$ cat src/rtl/press_event_pkg.sv
// press_event_pkg: shared state encoding and default constants for the press gesture decoder.
package press_event_pkg;
  typedef enum logic [1:0] {IDLE, WAIT, HOLD} state_t;
  localparam int GAP_CYCLES_DEF = 30_000_000;
  localparam int EVT_CNT_W = 8;
endpackage

$ cat src/rtl/press_gap_timer.sv
// press_gap_timer: clearable/enable gap counter with a terminal flag at GAP_CYCLES-1.
module press_gap_timer #(
  parameter int GAP_CYCLES = 30_000_000,
  parameter int CNT_W = 32
) (
  input  logic clk,
  input  logic rst_n,
  input  logic clr,
  input  logic en,
  output logic done
);
  logic [CNT_W-1:0] cnt_q, cnt_d;
  always_comb cnt_d = clr ? '0 : en ? cnt_q + 1'b1 : cnt_q;
  always_ff @(posedge clk or negedge rst_n) begin
    if (!rst_n) cnt_q <= '0;
    else cnt_q <= cnt_d;
  end
  assign done = cnt_q == CNT_W'(GAP_CYCLES - 1);
endmodule

$ cat src/rtl/press_event_decoder.sv
// press_event_decoder: classifies debounced press pulses into tap / double tap / hold gestures.
// Optional PRESS_COUNT_EN adds a saturating event_count of tap, double_tap and hold_start.
module press_event_decoder
  import press_event_pkg::*;
#(
  parameter int GAP_CYCLES = GAP_CYCLES_DEF,
  parameter int CNT_W = 32
) (
  input  logic clk,
  input  logic rst_n,
  input  logic press_pulse,
  input  logic button_level,
  output logic tap,
  output logic double_tap,
  output logic hold_start,
  output logic hold_end,
`ifdef PRESS_COUNT_EN
  output logic [EVT_CNT_W-1:0] event_count,
`endif
  output logic holding
);
  state_t state_q, state_d;
  logic released_q, released_d;
  logic rel_now, in_wait, timer_done;
  logic tap_d, double_tap_d, hold_start_d, hold_end_d;
  logic tap_q, double_tap_q, hold_start_q, hold_end_q;
  assign in_wait = state_q == WAIT;
  // a release seen in the same cycle as the second pulse still counts as released
  assign rel_now = released_q | ~button_level;
  press_gap_timer #(.GAP_CYCLES(GAP_CYCLES), .CNT_W(CNT_W)) u_timer (
    .clk  (clk),
    .rst_n(rst_n),
    .clr  (state_q == IDLE && press_pulse),
    .en   (in_wait),
    .done (timer_done)
  );
  always_ff @(posedge clk or negedge rst_n) begin
    if (!rst_n) begin
      state_q    <= IDLE;
      released_q <= 1'b0;
    end else begin
      state_q    <= state_d;
      released_q <= released_d;
    end
  end
  always_comb begin
    state_d = state_q;
    case (state_q)
      IDLE: state_d = press_pulse ? WAIT : IDLE;
      WAIT: state_d = press_pulse ? (rel_now ? IDLE : HOLD) : (timer_done ? IDLE : WAIT);
      HOLD: state_d = button_level ? HOLD : IDLE;
      default: state_d = IDLE;
    endcase
  end
  always_comb begin
    released_d   = in_wait & rel_now;
    tap_d        = in_wait & ~press_pulse & timer_done;
    double_tap_d = in_wait & press_pulse & rel_now;
    hold_start_d = in_wait & press_pulse & ~rel_now;
    hold_end_d   = (state_q == HOLD) & ~button_level;
  end
  always_ff @(posedge clk or negedge rst_n) begin
    if (!rst_n) begin
      tap_q        <= 1'b0;
      double_tap_q <= 1'b0;
      hold_start_q <= 1'b0;
      hold_end_q   <= 1'b0;
    end else begin
      tap_q        <= tap_d;
      double_tap_q <= double_tap_d;
      hold_start_q <= hold_start_d;
      hold_end_q   <= hold_end_d;
    end
  end
  assign tap        = tap_q;
  assign double_tap = double_tap_q;
  assign hold_start = hold_start_q;
  assign hold_end   = hold_end_q;
  assign holding    = state_q == HOLD;
`ifdef PRESS_COUNT_EN
  logic [EVT_CNT_W-1:0] count_q, count_d;
  always_comb count_d = (tap_d | double_tap_d | hold_start_d) && !(&count_q) ? count_q + 1'b1 : count_q;
  always_ff @(posedge clk or negedge rst_n) begin
    if (!rst_n) count_q <= '0;
    else count_q <= count_d;
  end
  assign event_count = count_q;
`endif
endmodule

$ cat config.mk
export PLATFORM = sky130hd
export DESIGN_NAME = press_event_decoder
export DESIGN_NICKNAME = d
export VERILOG_FILES = /design/src/rtl/press_event_pkg.sv /design/src/rtl/press_gap_timer.sv /design/src/rtl/press_event_decoder.sv
export SDC_FILE = /design/constraint.sdc
export NUM_CORES = 1
export LEC_CHECK = 0
export ABC_AREA = 1
export BUFFER_PORTS_ARGS = -buffer_cell sky130_fd_sc_hd__buf_4
export CORE_MARGIN = 8
export CORE_UTILIZATION = 61
export CTS_BUF_LIST = sky130_fd_sc_hd__clkbuf_8 sky130_fd_sc_hd__clkbuf_16
export CTS_CLUSTER_DIAMETER = 150
export DETAILED_ROUTE_END_ITERATION = 10
export PLACE_DENSITY = 0.78
export SYNTH_ARGS = -nofsm -noshare
export SYNTH_HDL_FRONTEND = slang
export SYNTH_SLANG_ARGS = --single-unit
$ cat constraint.sdc
create_clock -name clk -period 1.6 [get_ports clk]
set_input_delay 0.16 -clock clk [delete_from_list [all_inputs] [get_ports clk]]
set_output_delay 0.16 -clock clk [all_outputs]
set_load 0.005 [all_outputs]
==> results.py <==
metrics = {
    "final_layout": {
        "nFillCells": 313,
        "stdcell_area_sq_um": 2694,
        "fin_nets": 355,
        "area_growth_pct": 13.61,
        "diodes": 0,
        "drive_above_1_share": 0.1538,
    },
    "logic_synthesis": {
        "synthCells": 330,
        "synth_cell_type_count": 30,
        "avgSynthCellArea_sq_um": 7.185,
        "synthTopCellsByCount": "nand2_1 (92), inv_1 (49), nor2_1 (46)",
        "synth.cell_area_sq_um": 2371,
        "synthFlopType": "dfrtp_1",
        "synth-edff-count": 0,
        "async_reset_ff_frac": 1.000,
        "ys_ff_latch": 39,
        "ys_warn_count": 0,
        "synth_top_area_frac": 0.4116,
        "seq_area_frac_synth": 0.4116,
        "synth_most_common_cell": "nand2_1",
        "synth_nets": 335,
        "synth_area_leader_cell": "dfrtp_1",
        "synth_area_leaders": "dfrtp_1 (41%), nand2_1 (15%), inv_1 (7.8%)",
    },
    "timing": {
        "layout_setup_ws_ns": 0.07273,
        "relSlewSlack": 0.6688,
        "worst_slew_pin_slew_ns": 0.4969,
        "fmax_ghz": 0.6548,
        "setup_tns_ns": 0,
        "hold_viol": 0,
        "fin_skew_ns": 0.004864,
        "period_needed_ns": 1.527,
        "slew_violations": 0,
        "setup_viol": 0,
        "period_share": 0.9545,
    },
    "placed_design": {
        "portBuffers": 8,
        "gp_congestion": 0.8775,
        "hpwl_mm": 3.989,
        "pre_cts_ws_ns": 0.09190,
        "dpl_cell_area_sq_um": 2500,
    },
    "status": {
        "status": "finished, final reports clean",
    },
    "critical_path": {
        "r2r-end": "u_timer.cnt_q[14]",
        "crit_type": "flop to flop",
        "reg2reg_depth": 8,
        "end_kind": "flop",
        "required_ns": 1.83,
        "r2r-start": "u_timer.cnt_q[0]",
        "crit_arrival_ns": 1.75,
        "cp-start-kind": "flop",
        "cp_max_fo": 6,
        "reg2reg_slack_ns": 0.07,
    },
    "floorplan": {
        "die_area_sq_um": 6138,
        "ios": 9,
        "start_util": 0.6428,
        "rows": 22,
        "die_w_um": 78.35,
        "die_y_um": 78.35,
        "core_area_sq_um": 3689,
    },
    "clocking": {
        "root_buffer": "clkbuf_8",
        "clkTransAtPathRegs_ns": 0.08,
        "cts_sinks": 39,
        "insertion_delay_ns": 0.30,
        "clock_path_buffers": 2,
        "cts.htree.levels": 2,
        "cts_tree": "yes",
        "cts_buffers": 5,
    },
    "global_route": {
        "track_usage": 0.1960,
        "grt_start_max_net_pins": 40,
        "grt_overflow_total": 0,
        "antenna_found_initial": 0,
        "first_global_vias": 2109,
        "grt_pass1_wl_mm": 9.639,
    },
    "drt": {
        "drt-initial-drc-count": 344,
        "antenna_left": 0,
        "via_per_inst": 5.531,
        "drc": 0,
        "vias": 2207,
        "drt_wl_total_mm": 5.661,
        "wire_per_inst_um": 14.19,
        "dr.pass1.iters": 4,
    },
    "power": {
        "seqPwrFrac": 0.455,
        "comb_power_share": 0.200,
        "irDropWorstVdd_uv": 754.0,
        "switching_share": 0.3119,
        "clkPwrFrac": 0.345,
        "p_leak_nw": 1.345,
        "p_sw_uw": 786.7,
        "p_per_area_nw_per_um2": 936.3,
        "power.internal_mw": 1.736,
    },
    "min_path": {
        "hold_path_class": "primary input to flop",
        "min_path_cells": 2,
        "min-delay-start": "button_level",
        "hold_end": "hold_end",
    },
    "job": {
        "maxCapViolCount": 0,
    },
}
-- final cells by class --
class / count / area (sq um) / share of cell area
repair buffers: 16 / 122.6 / 0.04552
well taps: 48 / 60.06 / 0.02229
inverters: 52 / 207.7 / 0.07710
clock inverters: 2 / 35.03 / 0.01301
flip-flops and latches: 39 / 975.9 / 0.3623
clock buffers: 6 / 82.58 / 0.03065
multi-input cells: 236 / 1210 / 0.4491
-- power by group through the flow --
stage / logic, mW / clock network [mW] / registers [mW]
2_1_floorplan: 0.341 / 0 / 1.14
3_3_place_gp: 0.475 / 0 / 1.15
3_5_place_dp: 0.481 / 0 / 1.15
4_1_cts: 0.486 / 0.871 / 1.13
5_1_grt: 0.570 / 0.910 / 1.16
6_report: 0.505 / 0.870 / 1.15
-- state kept, by name, indices dropped and copies added (netlist names) --
name and cells:
hold_start 1, hold_end 1, u_timer.cnt_q 32, double_tap 1, state_q 2, released_q 1
tap 1
-- cells by family (layout without fill, tap and decap cells) --
| logic type | count (synthesis) | in the layout | share of synthesized area |
|---|---|---|---|
| simple gates | 206 | 206 | 0.4190 |
| flops | 39 | 39 | 0.4116 |
| compound gates | 28 | 28 | 0.06491 |
| fa+ha+maj | 1 | 1 | 0.005276 |
| xor+xnor | 1 | 1 | 0.003695 |
| buf+inv | 55 | 76 | 0.09552 |
-- worst max-delay path by stage --
stage,cells after the start,endpoint,from,slack (ns)
after floorplan,8,u_timer.cnt_q[26],u_timer.cnt_q[0],0.24
after global placement,8,u_timer.cnt_q[26],u_timer.cnt_q[0],0.14
after detailed placement,8,u_timer.cnt_q[26],u_timer.cnt_q[0],0.09
after CTS,8,u_timer.cnt_q[26],u_timer.cnt_q[0],0.05
after global routing,8,u_timer.cnt_q[14],u_timer.cnt_q[0],-0.02
final,8,u_timer.cnt_q[14],u_timer.cnt_q[0],0.07
-- cell usage in the layout (no fill, tap or decap), drive strengths merged, types with 5 or more instances in the layout --
cell and n:
nand2 95, nor2 56, inv 52, dfrtp 39, nand3 36, o21ai 19
buf 15, nand4 12, nor3 7, clkbuf 6, a21oi 5
-- worst max-delay path, cell delays in order (launching register included) --
cell,delay (ns)
dfrtp_1,0.42
ha_4,0.17
nand2_2,0.05
nor2_2,0.16
nand3_2,0.14
nor2_4,0.21
buf_4,0.14
a21oi_2,0.03
a21oi_1,0.12
-- timing repair --
action | CTS | global route
gates resized for setup | 0 | 12
endpoints found under the setup margin | 0 | 11
hold buffers | 1 | 0
setup buffers | 0 | 3
hold endpoints to repair | 39 | 0
-- per-layer routing --
layer,vias to the layer above,GRT usage,share of wire
met5,-,0,0
met4,0,0.08519,0.022
met3,13,0.05125,0.067
met2,79,0.2991,0.47
met1,1025,0.2559,0.44
li1,1090,-,-
-- metrics by stage --
stage / instances / utilization / total power, mW / hold WS [ns]
after floorplan: 330 / - / 1.483 / -0.1356
after global placement: 387 / 0.6777 / 1.625 / 0.1595
after detailed placement: 387 / 0.6777 / 1.633 / 0.1649
after CTS: 396 / 0.7123 / 2.489 / 0.03176
after global routing: 399 / 0.7303 / 2.638 / 0.03261
final: 399 / 0.7303 / 2.522 / 0.03318
(Power assumes the default switching activity.)
